**config.mk**
```make
export PLATFORM = sky130hd
export DESIGN_NAME = pll_cfg_sequencer
export DESIGN_NICKNAME = d
export VERILOG_FILES = /design/src/rtl/pll_cfg_sequencer.sv
export SDC_FILE = /design/constraint.sdc
export NUM_CORES = 1
export LEC_CHECK = 0
export ABC_AREA = 1
export ABC_CLOCK_PERIOD_IN_PS = 2000
export BUFFER_PORTS_ARGS = -buffer_cell sky130_fd_sc_hd__buf_2
export CAP_MARGIN = 20
export CORE_MARGIN = 2
export CORE_UTILIZATION = 41
export DETAILED_ROUTE_END_ITERATION = 7
export GPL_TIMING_DRIVEN = 0
export PLACE_DENSITY = 0.73
export REMOVE_ABC_BUFFERS = 1
export SLEW_MARGIN = 30
export SYNTH_ARGS = -nofsm -noshare
export SYNTH_HDL_FRONTEND = slang
export SYNTH_SLANG_ARGS = --single-unit
```
**constraint.sdc**
```tcl
create_clock -name PLLCLK -period 2 [get_ports PLLCLK]
set_input_delay 0.3 -clock PLLCLK [delete_from_list [all_inputs] [get_ports PLLCLK]]
set_output_delay 0.3 -clock PLLCLK [all_outputs]
set_load 0.02 [all_outputs]
```
**src/rtl/pll_cfg_sequencer.sv**
```systemverilog
// PLL configuration sequencer: accepts read / write / read-modify-write
// commands and runs them as strobe/ack bus cycles on one of N_PLL
// configuration ports. Each STB phase is bounded by a timeout counter.
module pll_cfg_sequencer #(
  parameter int N_PLL   = 2,
  parameter int DW      = 8,
  parameter int AW      = 5,
  parameter int TIMEOUT = 255
) (
  input  logic                PLLCLK,
  input  logic                PLLRSTN,
  input  logic                CMD_VALID,
  output logic                CMD_READY,
  input  logic                CMD_WE,
  input  logic [2:0]          CMD_SEL,
  input  logic [AW-1:0]       CMD_ADDR,
  input  logic [DW-1:0]       CMD_DATA,
  input  logic [DW-1:0]       CMD_MASK,
  output logic                RSP_VALID,
  input  logic                RSP_READY,
  output logic [DW-1:0]       RSP_DATA,
  output logic                RSP_ERR,
  output logic                BUSY,
  output logic [N_PLL-1:0]    PLLSTB,
  output logic                PLLWE,
  output logic [AW-1:0]       PLLADDR,
  output logic [DW-1:0]       PLLDATI,
  input  logic [N_PLL*DW-1:0] PLLDATO,
  input  logic [N_PLL-1:0]    PLLACK
);

  typedef enum logic [2:0] {S_IDLE, S_RD, S_GAP, S_WR, S_RESP} state_t;

  // Counter value on the last allowed STB cycle: STB stays high TIMEOUT cycles.
  localparam logic [15:0] TMO_LAST = 16'(TIMEOUT - 1);
  localparam logic [3:0]  NP       = 4'(N_PLL);

  state_t        state, state_nxt;
  logic [2:0]    sel_q;
  logic [AW-1:0] addr_q;
  logic [DW-1:0] wdata_q, mask_q, rsp_data_q;
  logic          rsp_err_q, rmw_q;
  logic [15:0]   cnt;

  logic          accept, bad_sel, full_mask, ack_sel, tmo;
  logic [DW-1:0] dato_sel;

  assign accept    = CMD_VALID && (state == S_IDLE);
  assign bad_sel   = {1'b0, CMD_SEL} >= NP;
  assign full_mask = &CMD_MASK;
  assign tmo       = (cnt == TMO_LAST);

  // Pick ack and read data of the latched port; other ports are ignored.
  always_comb begin
    ack_sel  = 1'b0;
    dato_sel = '0;
    for (int k = 0; k < N_PLL; k++) begin
      if (sel_q == 3'(k)) begin
        ack_sel  = PLLACK[k];
        dato_sel = PLLDATO[k*DW +: DW];
      end
    end
  end

  // State register; reset drops the strobe immediately since it decodes state.
  always_ff @(posedge PLLCLK or negedge PLLRSTN) begin
    if (!PLLRSTN) state <= S_IDLE;
    else          state <= state_nxt;
  end

  // Next-state decode; ack takes priority over timeout on the same edge.
  always_comb begin
    state_nxt = state;
    case (state)
      S_IDLE: if (CMD_VALID) begin
        if (bad_sel)                   state_nxt = S_RESP;
        else if (CMD_WE && full_mask)  state_nxt = S_WR;
        else                           state_nxt = S_RD;
      end
      S_RD: begin
        if (ack_sel)  state_nxt = rmw_q ? S_GAP : S_RESP;
        else if (tmo) state_nxt = S_RESP;
      end
      S_GAP:  state_nxt = S_WR;
      S_WR:   if (ack_sel || tmo) state_nxt = S_RESP;
      S_RESP: if (RSP_READY) state_nxt = S_IDLE;
      default: state_nxt = S_IDLE;
    endcase
  end

  // Output decode: handshakes and one-hot strobe for the latched port.
  always_comb begin
    CMD_READY = (state == S_IDLE);
    BUSY      = (state != S_IDLE);
    PLLWE     = (state == S_WR);
    RSP_VALID = (state == S_RESP);
    PLLSTB    = '0;
    if (state == S_RD || state == S_WR)
      for (int k = 0; k < N_PLL; k++) PLLSTB[k] = (sel_q == 3'(k));
  end

  // Command latch, RMW merge, timeout counter and response registers.
  always_ff @(posedge PLLCLK or negedge PLLRSTN) begin
    if (!PLLRSTN) begin
      sel_q      <= '0;
      addr_q     <= '0;
      wdata_q    <= '0;
      mask_q     <= '0;
      rmw_q      <= 1'b0;
      cnt        <= '0;
      rsp_data_q <= '0;
      rsp_err_q  <= 1'b0;
    end else begin
      case (state)
        S_IDLE: if (accept) begin
          sel_q   <= CMD_SEL;
          addr_q  <= CMD_ADDR;
          wdata_q <= CMD_DATA;
          mask_q  <= CMD_MASK;
          rmw_q   <= CMD_WE;   // only reaches RD with WE=1 when mask is partial
          cnt     <= '0;
          if (bad_sel) begin
            rsp_data_q <= '0;
            rsp_err_q  <= 1'b1;
          end
        end
        S_RD: begin
          cnt <= cnt + 16'd1;
          if (ack_sel) begin
            if (rmw_q) wdata_q <= (dato_sel & ~mask_q) | (wdata_q & mask_q);
            else begin
              rsp_data_q <= dato_sel;
              rsp_err_q  <= 1'b0;
            end
          end else if (tmo) begin
            rsp_data_q <= '0;
            rsp_err_q  <= 1'b1;
          end
        end
        S_GAP: cnt <= '0;
        S_WR: begin
          cnt <= cnt + 16'd1;
          if (ack_sel) begin
            rsp_data_q <= wdata_q;
            rsp_err_q  <= 1'b0;
          end else if (tmo) begin
            rsp_data_q <= '0;
            rsp_err_q  <= 1'b1;
          end
        end
        default: ;
      endcase
    end
  end

  assign PLLADDR  = addr_q;
  assign PLLDATI  = wdata_q;
  assign RSP_DATA = rsp_data_q;
  assign RSP_ERR  = rsp_err_q;

endmodule

```
# --- Word level (Yosys, flattened, before mapping) ---
# Index checks and enable logic that the tools add are counted.
op_classes:
  shifts: 0
  reduce_logical: 17
  n_eq_ne: 15
  div_mod_pow: 0
  muxes: 34
  order_cmp: 1
  multipliers: 0
  bitwise: 4
  addsub: 1
ops:
  columns: ["cell", "count"]
  rows:
  - ["$mux 8", 11]
  - ["$pmux 16 s3", 1]
  - ["$pmux 8 s3", 1]
  - ["$mux 3", 7]
  - ["$add 16x1->16 const B", 1]
  - ["$and 8x8->8", 2]
  - ["$eq 16x8->1 const B", 1]
  - ["$mux 16", 1]
  - ["$pmux 8 s2", 1]
  - ["$pmux 3 s5", 1]
  - ["$reduce_and 4->1", 3]
  - ["$reduce_bool 3->1", 3]
  - ["$mux 1", 8]
  - ["$ne 2x1->1 const B", 4]
  - ["$not 8->8", 1]
  - ["$or 8x8->8", 1]
  - ["$reduce_and 8->1", 1]
  - ["$eq 3x1->1 const B", 2]
  - ["$eq 3x2->1 const B", 2]
  - ["$logic_not 3->1", 2]
  - ["$ne 2x2->1 const B", 3]
  - ["$ne 3x3->1 const B", 2]
  - ["$mux 2", 2]
  - ["$reduce_and 2->1", 2]
  - ["7 further kinds", 9]
totals:
  latch_bits: 0
  rom_bits: 0
  ram_bits: 0
  in_bits: 47
  n_memories: 0
  reg_bits: 53
  wordCells: 81
  out_inout_bits: 28

# --- Logic depth before layout (Yosys ltp) ---
depth:
  depth_word: 8
  depth_mapped: 10
  depth_no_buf: 10

# --- Worst setup path after synthesis ---
# No wires, ideal clock.
synth_timing:
  path_type: "flip-flop to flip-flop"
  startpoint: "register state[1]"
  endpoint: "register sel_q[1]"
  required_ps: 1863
  synth_period_minus_slack_ps: 1583
  stages_incl_launch_ff: 8
  path_buffers: 1
  arrival_ps: 1445
  setup_time_ps: 137
  path_slack_ps: 417
  path_cell_list: "dfrtp_1 -> nor2_2 -> nand2_1 -> inv_1 -> nand2_2 -> buf_2 -> nor2_1 -> a21oi_1"
synth_between:
  elab_chain_cells: 3
synth_lines:
  columns: ["element", "line", "text"]
  rows:
  - ["start: declaration", "38", "state_t state, state_nxt;"]
  - ["start signal: assignment", "68", "else state <= state_nxt;"]
  - ["$logic_not 3->1 *", null, null]
  - ["via CMD_READY", "13", "output logic CMD_READY,"]
  - ["$logic_and 1x1->1", "48", "assign accept = CMD_VALID && (state == S_IDLE);"]
  - ["$reduce_and 2->1 (no line) *", null, null]
  - ["end signal: assignment", "105", "sel_q <= '0;"]
  - ["end signal: assignment", "116", "sel_q <= CMD_SEL;"]
  - ["end: declaration", "39", "logic [2:0] sel_q;"]
# The timed path passes the listed nets; every way through them passes the cells marked *.
# A chain may end at the register's enable or synchronous reset.

# --- Worst setup path after layout ---
layout_timing:
  startpoint: "register state[2]"
  endpoint: "output port PLLWE"
layout_between:
  elab_chain_cells: 1
layout_lines:
  columns: ["element", "line", "text"]
  rows:
  - ["$eq 3x2->1", "95", "PLLWE = (state == S_WR);"]
  - ["end: declaration", "25", "output logic PLLWE,"]
# Every way passes these cells.

==> flow_metrics.tcl <==
set metrics [dict create \
    area_growth_pct 18.9 \
    ys_seq_area_share_pct 43.5 \
    first_pass_iters 4 \
    diodes 0 \
    ctsHtreeMaxLevel 2 \
    cts-root-buf "clkbuf_8" \
    synth_area_per_cell_um2 7.18 \
    multi_input_area_mm2 0.00147 \
    max_freq_mhz 544 \
    r2r_cells 8 \
    dp.cells 588 \
    max-clock-path-buffers 2 \
    via_count 2938 \
    grt_max_degree 54 \
    relSlewSlack_pct 53.9 \
    design_area_mm2 0.00363 \
    cts_hold_buf 0 \
    die_area_mm2 0.00815 \
    syn-cell-area_mm2 0.00305 \
    fill_cells 763 \
    hold_viol 0 \
    synthCells 425 \
    fp.coreArea_mm2 0.00721 \
    p_per_area_mw_per_mm2 1080 \
    gp_congestion 0.843 \
    dp_hpwl_um 5360 \
    grt_pass1_wl_um 12600 \
    reg2reg_from "sel_q[0]" \
    clk_latency_ns 0.30 \
    yosysUniqueCellTypes 29 \
    start_util_pct 42.3 \
    critical_path_class "flip-flop to output port" \
    grt_pass1_vias 2800 \
    rrSetupSlack_ns 0.22 \
    cp.required_ns 1.70 \
    placed_area_mm2 0.00349 \
    hold_ws_ns 0.0274 \
    overflow 0 \
    status "complete, no violations" \
    ys_warn_count 0 \
    dieWidth_um 90.3 \
    ir_drop_mv 0.581 \
    crit_arrival_ns 1.54 \
    leakage_nw 1.93 \
    drtIter0Drc 139 \
    seq_area_mm2 0.00133 \
    drive_gt1_share_pct 22.0 \
    hold_path_class "primary input to async pin" \
    avgViaCountPerCell 4.90 \
    worst_pin_slew_ns 0.691 \
    port_buffers 74 \
    ys_ff_latch 53 \
    finalMaxSlewViolations 0 \
    ios 75 \
    wire_per_inst_um 12.3 \
    setup_viol 0 \
    fin_crit_ns 1.84 \
    dieHeight_um 90.3 \
    min_period_over_period_pct 91.8 \
    num_rows 31 \
    cp-end-kind "output port" \
    crit_path_max_fanout 14 \
    fin_skew_ns 0.00875 \
    rsz0062_at_grt "false" \
    max-cap-violations 0 \
    grt_use_total_pct 18.5 \
    clk_pin_slew_ns 0.10 \
    postRouteAntennaNets 0 \
    fin_nets 549 \
    critPathLaunchType "flip-flop" \
    drt_wl_total_um 7350 \
    fin_cells 599 \
    numCtsBuffers 5 \
    antenna_found_initial 0 \
    cts_tree "done" \
    drc 0 \
    numClockSinks 53 \
]
[cells in the final DEF, fill, tap and decap left out, types with 4 or more instances in the layout]
cell type and count:
inv_1 51, inv_2 6, nor3_1 11, nor2_1 44
o21ai_0 25, a21oi_1 16, clkbuf_8 6, mux2_2 6
nand3_1 41, buf_4 5, nand2_1 124, dfrtp_1 53
nand2_2 4, o21ai_1 8, buf_2 73, xor2_1 5
[worst max path at each step]
stage,to,slack (ns),start,cells after the start
after floorplan,PLLADDR[0],0.30,state[1],5
after global placement,RSP_DATA[2],-0.1,state[2],9
after detailed placement,state[2],-0.12,state[2],8
after CTS,PLLWE,0.04,state[2],4
after global routing,flip-flop,0.0008,sel_q[0],8
final,PLLWE,0.16,state[2],4
[cell usage after synthesis, drive strengths merged]
cell type	n	share of area, %
o21ai	34	5.9
a31oi	1	0.21
inv	58	7.1
buf	8	1.7
mux2	6	2.2
nor3b	1	0.41
o21bai	1	0.25
nor2	48	6.3
nand3b	2	0.49
nand3	43	7.4
a22oi	1	0.25
nand4	3	0.62
xor2	5	1.4
clkbuf	2	0.25
dfrtp	53	43
o22ai	1	0.21
a21oi	16	2.6
nor3	11	1.8
ha	2	0.82
nand2	129	16
[kinds of logic (layout without fill, tap and decap cells)]
logic type	count (synthesis)	count (layout)	synth area share [%]
AND/OR/NAND/NOR	237	237	33.5
flip-flops	53	53	43.5
multiplexers	6	6	2.21
buffers and inverters	68	143	9.11
XOR/XNOR	5	5	1.44
adder cells (fa/ha/maj)	2	2	0.820
AO/OA/AOI/OAI	54	54	9.48
[metrics by stage]
stage	power (W)	TNS [ns]	setup slack (ns)	util, %
global placement	0.00321	-1.13	-0.0968	48.3
global route	0.00425	0	0.000833	50.3
detailed placement	0.00328	-1.62	-0.120	48.3
floorplan	0.00272	0	0.298	-
CTS	0.00391	0	0.0420	49.7
finish	0.00394	0	0.163	50.3
[worst max-delay path: stages, from the launching register on]
cell,delay (ns)
dfrtp_1,0.38
inv_2,0.13
nand2_2,0.23
nor2_4,0.28
buf_2,0.21
[area by class of cell]
class                           instances  area share [%]
Clock buffer                            7            2.38
Inverter                               58            6.11
Multi-Input combinational cell        304            40.4
Sequential cell                        53            36.6
Tap cell                               99            3.41
Timing Repair Buffer                   78            11.1
[routing by layer]
layer / share of wire, % / track usage (%) / up-vias
li1: - / - / 1501
met1: 45 / 24.4 / 1362
met2: 49 / 32.1 / 68
met3: 4.7 / 3.34 / 7
met4: 0.82 / 3.85 / 0
met5: 0 / 0 / -
[what timing repair did]
item / in CTS / in global routing
pin swaps: 0 / 2
endpoints found under the hold margin: 0 / 0
setup buffers: 0 / 4
setup endpoints to repair: 20 / 19
gates resized for setup: 3 / 3
cloned: 0 / 0
[power breakdown]
group	switching [W]	total (W)	leakage (nW)	internal (W)
logic	0.00121	0.00177	1.21	0.000562
registers	0.000191	0.00155	0.680	0.00136
clock network	0.000336	0.000612	0.0443	0.000276
Note: power is estimated with default switching activity, not from simulation.
